**src/rtl/updown_seq_driver.sv**
```systemverilog
// updown_seq_driver
//   Drives the direction bit of a W-bit up/down counter (0 = up, 1 = down),
//   keeps a cycle-exact mirror of the counter state, and steers the counter
//   to a requested target along the shortest modular path. When the target
//   is reached, done pulses for one cycle.
//
// Ports
//   clk        : system clock, rising edge
//   rst_n      : asynchronous active-low reset
//   start      : request strobe, accepted only while ready = 1
//   target     : requested counter state, latched on an accepted start
//   ready      : 1 = idle and able to accept start
//   A          : registered direction bit to the counter
//   cnt_mirror : registered model of the counter state
//   Y          : expected counter Y output (all-ones detect of the mirror)
//   done       : one-cycle pulse when the mirror reaches the latched target
//   steps      : edges taken by the last/current request, saturating
module updown_seq_driver #(
  parameter int W = 2
) (
  input  logic         clk,
  input  logic         rst_n,
  input  logic         start,
  input  logic [W-1:0] target,
  output logic         ready,
  output logic         A,
  output logic [W-1:0] cnt_mirror,
  output logic         Y,
  output logic         done,
  output logic [W:0]   steps
);

  typedef enum logic {
    IDLE,
    SEEK
  } state_t;

  localparam logic [W:0] MODULUS = (W+1)'(2 ** W);

  state_t       state, state_nx;
  logic [W-1:0] tgt, tgt_nx;
  logic [W-1:0] mirror_nx;
  logic [W-1:0] goal;
  logic [W-1:0] d_up;
  logic [W:0]   d_dn;
  logic         go_down;
  logic         a_nx, ready_nx, done_nx;
  logic [W:0]   steps_nx;

  assign Y = &cnt_mirror;

  // Mirror follows the counter using the direction bit present before the edge.
  assign mirror_nx = A ? cnt_mirror - W'(1) : cnt_mirror + W'(1);

  // In IDLE the target being latched on this edge is the live input.
  assign goal    = (state == IDLE) ? target : tgt;
  assign d_up    = goal - mirror_nx;
  assign d_dn    = MODULUS - {1'b0, d_up};
  // Strict compare: a tie resolves to counting up.
  assign go_down = d_dn < {1'b0, d_up};

  always_comb begin
    state_nx = state;
    tgt_nx   = tgt;
    a_nx     = 1'b0;
    ready_nx = ready;
    done_nx  = 1'b0;
    steps_nx = steps;
    unique case (state)
      IDLE: begin
        ready_nx = 1'b1;
        if (start) begin
          tgt_nx   = target;
          steps_nx = (W+1)'(1);
          if (mirror_nx == target) begin
            done_nx = 1'b1;
          end else begin
            ready_nx = 1'b0;
            state_nx = SEEK;
            a_nx     = go_down;
          end
        end
      end
      SEEK: begin
        steps_nx = (&steps) ? steps : steps + (W+1)'(1);
        if (mirror_nx == tgt) begin
          done_nx  = 1'b1;
          ready_nx = 1'b1;
          state_nx = IDLE;
        end else begin
          a_nx = go_down;
        end
      end
      default: begin
        state_nx = IDLE;
        ready_nx = 1'b1;
      end
    endcase
  end

  always_ff @(posedge clk or negedge rst_n) begin
    if (!rst_n) begin
      state      <= IDLE;
      tgt        <= '0;
      A          <= 1'b0;
      cnt_mirror <= '0;
      ready      <= 1'b1;
      done       <= 1'b0;
      steps      <= '0;
    end else begin
      state      <= state_nx;
      tgt        <= tgt_nx;
      A          <= a_nx;
      cnt_mirror <= mirror_nx;
      ready      <= ready_nx;
      done       <= done_nx;
      steps      <= steps_nx;
    end
  end

endmodule
```
**config.mk**
```make
export PLATFORM = sky130hd
export DESIGN_NAME = updown_seq_driver
export DESIGN_NICKNAME = d
export VERILOG_FILES = /design/src/rtl/updown_seq_driver.sv
export SDC_FILE = /design/constraint.sdc
export NUM_CORES = 1
export LEC_CHECK = 0
export BUFFER_PORTS_ARGS = -buffer_cell sky130_fd_sc_hd__buf_2
export CAP_MARGIN = 25
export CORE_MARGIN = 3
export CORE_UTILIZATION = 40
export CTS_CLUSTER_SIZE = 8
export DETAILED_ROUTE_END_ITERATION = 12
export HOLD_SLACK_MARGIN = 0.02
export PLACE_DENSITY = 0.68
export SYNTH_ARGS = -nofsm -noshare
export SYNTH_HDL_FRONTEND = slang
export SYNTH_SLANG_ARGS = --single-unit
```
**constraint.sdc**
```tcl
create_clock -name clk -period 1.7 [get_ports clk]
set_clock_uncertainty 0.2 [all_clocks]
set_input_delay 0.425 -clock clk [delete_from_list [all_inputs] [get_ports clk]]
set_output_delay 0.425 -clock clk [all_outputs]
set_load 0.005 [all_outputs]
```
After elaboration in Yosys (flattened, before gate mapping)
Cells that the tools add are included.
{ "totals": {"output_inout_bits": 9, "ff_bits": 11, "in_bits": 5} }
{ "op_classes": {"n_reduce_logical": 4, "n_addsub": 5, "n_mux": 20, "n_eq_ne": 5, "order_cmp": 1, "n_bitwise": 1} }
{ "op_table": {"columns": ["operator", "count"], "rows": [
  ["2-to-1 mux 1 bit", 11],
  ["one-hot mux 1 bit (2 select lines)", 4],
  ["2-to-1 mux 3 bit", 2],
  ["one-hot mux 3 bit (2 select lines)", 1],
  ["AND reduction 2 bit", 3],
  ["equality test 2 bit", 2],
  ["2-to-1 mux 2 bit", 2],
  ["!= test 2 bit, second input constant", 2],
  ["adder 3 x 1 -> 3 bit, second input constant", 1],
  ["< comparator 3 x 2 -> 1 bit", 1],
  ["AND reduction 3 bit", 1],
  ["subtractor 3 x 2 -> 3 bit, first input constant", 1],
  ["adder 2 x 1 -> 2 bit, second input constant", 1],
  ["!= test 2 x 1 -> 1 bit, second input constant", 1],
  ["subtractor 2 x 1 -> 2 bit, second input constant", 1],
  ["subtractor 2 bit", 1],
  ["NOT 1 bit", 1]
]} }

Logic depth before layout (Yosys ltp)
{ "logic_depth": {"ltp_word": 8, "mapped_depth": 6, "mapped_depth_nobuf": 5} }

Least setup slack after synthesis
No wires, ideal clock.
{ "synth_path": {"kind": "reg2reg", "from": "register cnt_mirror[1]", "to": "register done", "t_arrival_ps": 1327, "period_less_slack_ps": 1647, "required_time_ps": 1380, "setup_slack_ps": 53, "stages_incl_launch_ff": 5, "setup_time_ps": 120, "path_cell_list": "dfrtp_1 > xnor2_2 > xnor2_1 > mux2_4 > and2_2"} }
{ "synth_between": {"elab_chain_len": 6} }
{ "synth_rtl": {"columns": ["element", "line", "rtl"], "rows": [
  ["start, declared", "27", "output logic [W-1:0] cnt_mirror,"],
  ["start signal, assigned", "114", "cnt_mirror <= mirror_nx;"],
  ["adder 2 x 1 -> 2 bit / subtractor 2 x 1 -> 2 bit (equally long branches)", "53", "assign mirror_nx = A ? cnt_mirror - W'(1) : cnt_mirror + W'(1);"],
  ["2-to-1 mux 2 bit (*)", "53", null],
  ["equality test 2 bit", "75", "if (mirror_nx == target) begin"],
  ["2-to-1 mux 1 bit", "75", null],
  ["2-to-1 mux 1 bit", "72", "if (start) begin"],
  ["one-hot mux 1 bit (2 select lines) (*)", "69", "unique case (state)"],
  ["net done_nx", "47", "logic a_nx, ready_nx, done_nx;"],
  ["end signal, assigned", "116", "done <= done_nx;"],
  ["end, declared", "29", "output logic done,"]
]} }
Mark *: on every way through the listed nets, which the timed path passes. The rest lies on a longest branch.
A chain may end at the register's enable or synchronous reset.

Worst setup path in the final report
{ "layout_path": {"from": "register A", "to": "register A"} }
{ "layout_between": {"elab_chain_len": 7} }
{ "layout_rtl": {"columns": ["element", "line", "rtl"], "rows": [
  ["start, declared", "26", "output logic A,"],
  ["start signal, assigned", "113", "A <= a_nx;"],
  ["2-to-1 mux 2 bit (*)", "53", null],
  ["subtractor 2 bit", "57", "assign d_up = goal - mirror_nx;"],
  ["subtractor 3 x 2 -> 3 bit", "58", "assign d_dn = MODULUS - {1'b0, d_up};"],
  ["< comparator 3 x 2 -> 1 bit", "60", "assign go_down = d_dn < {1'b0, d_up};"],
  ["2-to-1 mux 1 bit", "75", null],
  ["2-to-1 mux 1 bit", "72", null],
  ["one-hot mux 1 bit (2 select lines) (*)", "69", null],
  ["net a_nx", "47", null]
]} }
Marks and branches as above.

==> results.md <==
* I/O Buffers at 13
* ANT cells at 0
* Setup Buffers After CTS at 0
* Largest net degree at the start of global routing at 12
* Detailed Route Iter0 Violations at 1
* Total grt overflow at 0
* Outcome: finished clean
* CP max stage delay at between 0.4 and 0.5 ns
* Bufs on Longest Clock Path at 2
* Via-to-Cell Ratio at 5.01
* Routed WL per cell at roughly 13 um
* Ys flop type: dfrtp_1
* Critical path's top delay family: flip-flops
* Yosys warns at 0
* Area of the multi-input gates at 353 um^2
* Post-layout nets at 79
* CTS Sinks at 11
* Cells after synthesis at 49
* H-tree depth at 1
* Initial Util at 45.0%
* Area Growth Syn to Fin at 27.2%
* # setup viols final at 0
* Tightest Pin Transition at 0.403 ns
* Slowest cell on crit path: dfrtp_2
* Die Y at around 45 um
* Syn nets at 57
* Worst path most repeated cell: xnor2_2
* CTS buffer count at 3
* Unrepaired setup endpoints after global routing: true
* F_max at between 500 and 600 MHz
* Post-Syn Area at slightly above 600 um^2
* Fillers at around 120
* Routed Wire Length at approximately 1100 um
* Syn_area_per_cell at 12.7 um^2
* Static Leak at between 0.3 and 0.4 nW
* Share of layout cells above drive strength 1 at 54.3%
* Final period util at 99.0%
* Die area at 0.00206 mm^2
* # DRC at 0
* Power Density at 1910 mW/mm^2
* Fin. Hold Viols at 0
* Power, Total at about 0.0015 W
* CTS tree: built
* Setup TNS at 0 ns
* Clock Latency Late Sink at 0.27 ns
* Seq. cell area at 280 um^2
* Worst-path clk slew at ~0.070 ns
* Hold WS at 0.248 ns
* Critical path arrival at 1.66 ns
* Slew headroom at 73.1%
* Global-route wire length before repair at slightly below 2000 um
* Drt pass-1 iters at 5
* EDFF count, synth at 0
* Post-synth cell types at 25
* Buf+Inv Stages, Crit Path at 0
* Post-route ant nets at 0
* Synthesis-stage register bit count at 11
* Number of global-route vias before repair at between 300 and 400
* Worst Setup End Kind: flip-flop
* CP Cell Sequence: xnor2_2, xnor2_2, mux2_4, a211oi_2
* Vias at between 400 and 500
* CP startpoint kind: flip-flop
* Core area at 0.00138 mm^2
* Sequential area share after synthesis at 44.5%
* Share of flip-flops with an asynchronous set or reset at between 90% and 100%
* Core Rows at 13
* Fin crit period at 1.68 ns
* Gr usage total at 14.1%
* Max IR drop VDD at around 0.001 V
* I/O Pins at 14
* Max Slew Vio Count at 0
* Antenna violations before repair at 0
* Maximum Capacitance Violations at 0
* HP Class: input pin to flip-flop
* Gpl congestion at 0.733
* Clock root buffer: clkbuf_4
* Die X at 45.4 um
* Data required, critical path at 1.67 ns
* Post-layout util at 57.2%
* Setup CP Type: flip-flop to flip-flop
* Hpwl dp at 837 um
* Crit path max fanout at 4
==> registers in the layout, summed over array words and instances (netlist names) <==
signal / cells
steps: 3
cnt_mirror: 2
tgt: 2
A: 1
done: 1
ready: 1
state: 1
==> metal layers <==
layer  up-vias  GRT usage [%]  share of wire (%)
li1        214              -                  -
met1       202           19.4                 49
met2         8           19.5                 46
met3         2           4.74                4.7
met4         0           7.02               0.88
met5         -              0                  0
==> worst reg2reg max path: stages, from the launching register on <==
cell      delay [ns]
dfrtp_2         0.44
xnor2_2         0.24
xnor2_2         0.15
mux2_4          0.34
a211oi_2        0.22
==> Yosys cell counts (2+ instances only) <==
library cell	count	area [um^2]
and2_2	2	15.0
inv_1	2	7.51
mux2i_1	3	30.0
o21ai_0	2	10.0
xnor2_2	2	32.5
mux2_2	4	45.0
nand2b_1	2	12.5
ha_1	3	37.5
dfrtp_1	10	250
xnor2_1	3	26.3
a22o_1	2	17.5
==> cell families after synthesis <==
family          count (synthesis)  share of synthesized area (%)
flops                          11                           44.5
simple gates                    9                           8.85
buf+inv                         3                           2.01
xor+xnor                        7                           14.5
compound gates                  8                           9.66
mux                             8                           14.5
fa+ha+maj                       3                           6.04
==> per-stage QoR <==
stage                     worst slack, ns  instance area (um^2)  instances
after floorplan                    0.0532                   622         49
final                              0.0165                   791         85
after detailed placement          -0.0758                   731         80
after global routing              -0.0357                   791         85
after global placement            -0.0293                   731         80
after CTS                         0.00320                   768         85
==> cell type report <==
class	count	share of cell area [%]
Clock buffer	4	3.32
Multi-Input combinational cell	35	44.6
Sequential cell	11	35.4
Timing Repair Buffer	18	13.3
Inverter	2	0.949
Tap cell	15	2.37
==> cells in the final DEF, fill, tap and decap left out, drive strengths merged, types with 3 or more instances in the layout <==
master  instances
mux2i           3
clkbuf          4
nand2b          3
dfrtp          10
ha              3
xnor2           5
mux2            5
buf            17
==> timing repair <==
action | CTS | global route
gates cloned | 0 | 0
endpoints found under the setup margin | 1 | 6
pin swaps | 0 | 3
hold buffers | 1 | 0
hold endpoints to repair | 10 | 0
resized for setup | 1 | 7
==> where the power goes <==
| part | switching, W | leakage, nW | total, W | internal (W) |
|---|---|---|---|---|
| clock network | 0.0000892 | 0.0150 | 0.000180 | 0.0000907 |
| logic | 0.000320 | 0.246 | 0.000833 | 0.000513 |
| registers | 0.000113 | 0.126 | 0.000498 | 0.000385 |
| total | 0.000523 | 0.387 | 0.00151 | 0.000989 |
==> worst paths after layout <==
path                                 startpoint                    to  slack, ns  depth (start not counted)
setup reg to reg                    A$_DFF_PN0_           A$_DFF_PN0_       0.02                          4
hold reg to reg            steps[1]$_DFFE_PN0P_  steps[1]$_DFFE_PN0P_       0.35                          1
setup / recovery                    A$_DFF_PN0_           A$_DFF_PN0_       0.02                          4
min in group asynchronous                 rst_n    tgt[1]$_DFFE_PN0P_       0.35                          2
max in group asynchronous                 rst_n     ready$_DFFE_PN1P_       0.68                          2
hold / removal                        target[0]    tgt[0]$_DFFE_PN0P_       0.25                          2
No activity file was read; power rests on OpenSTA's default activity.
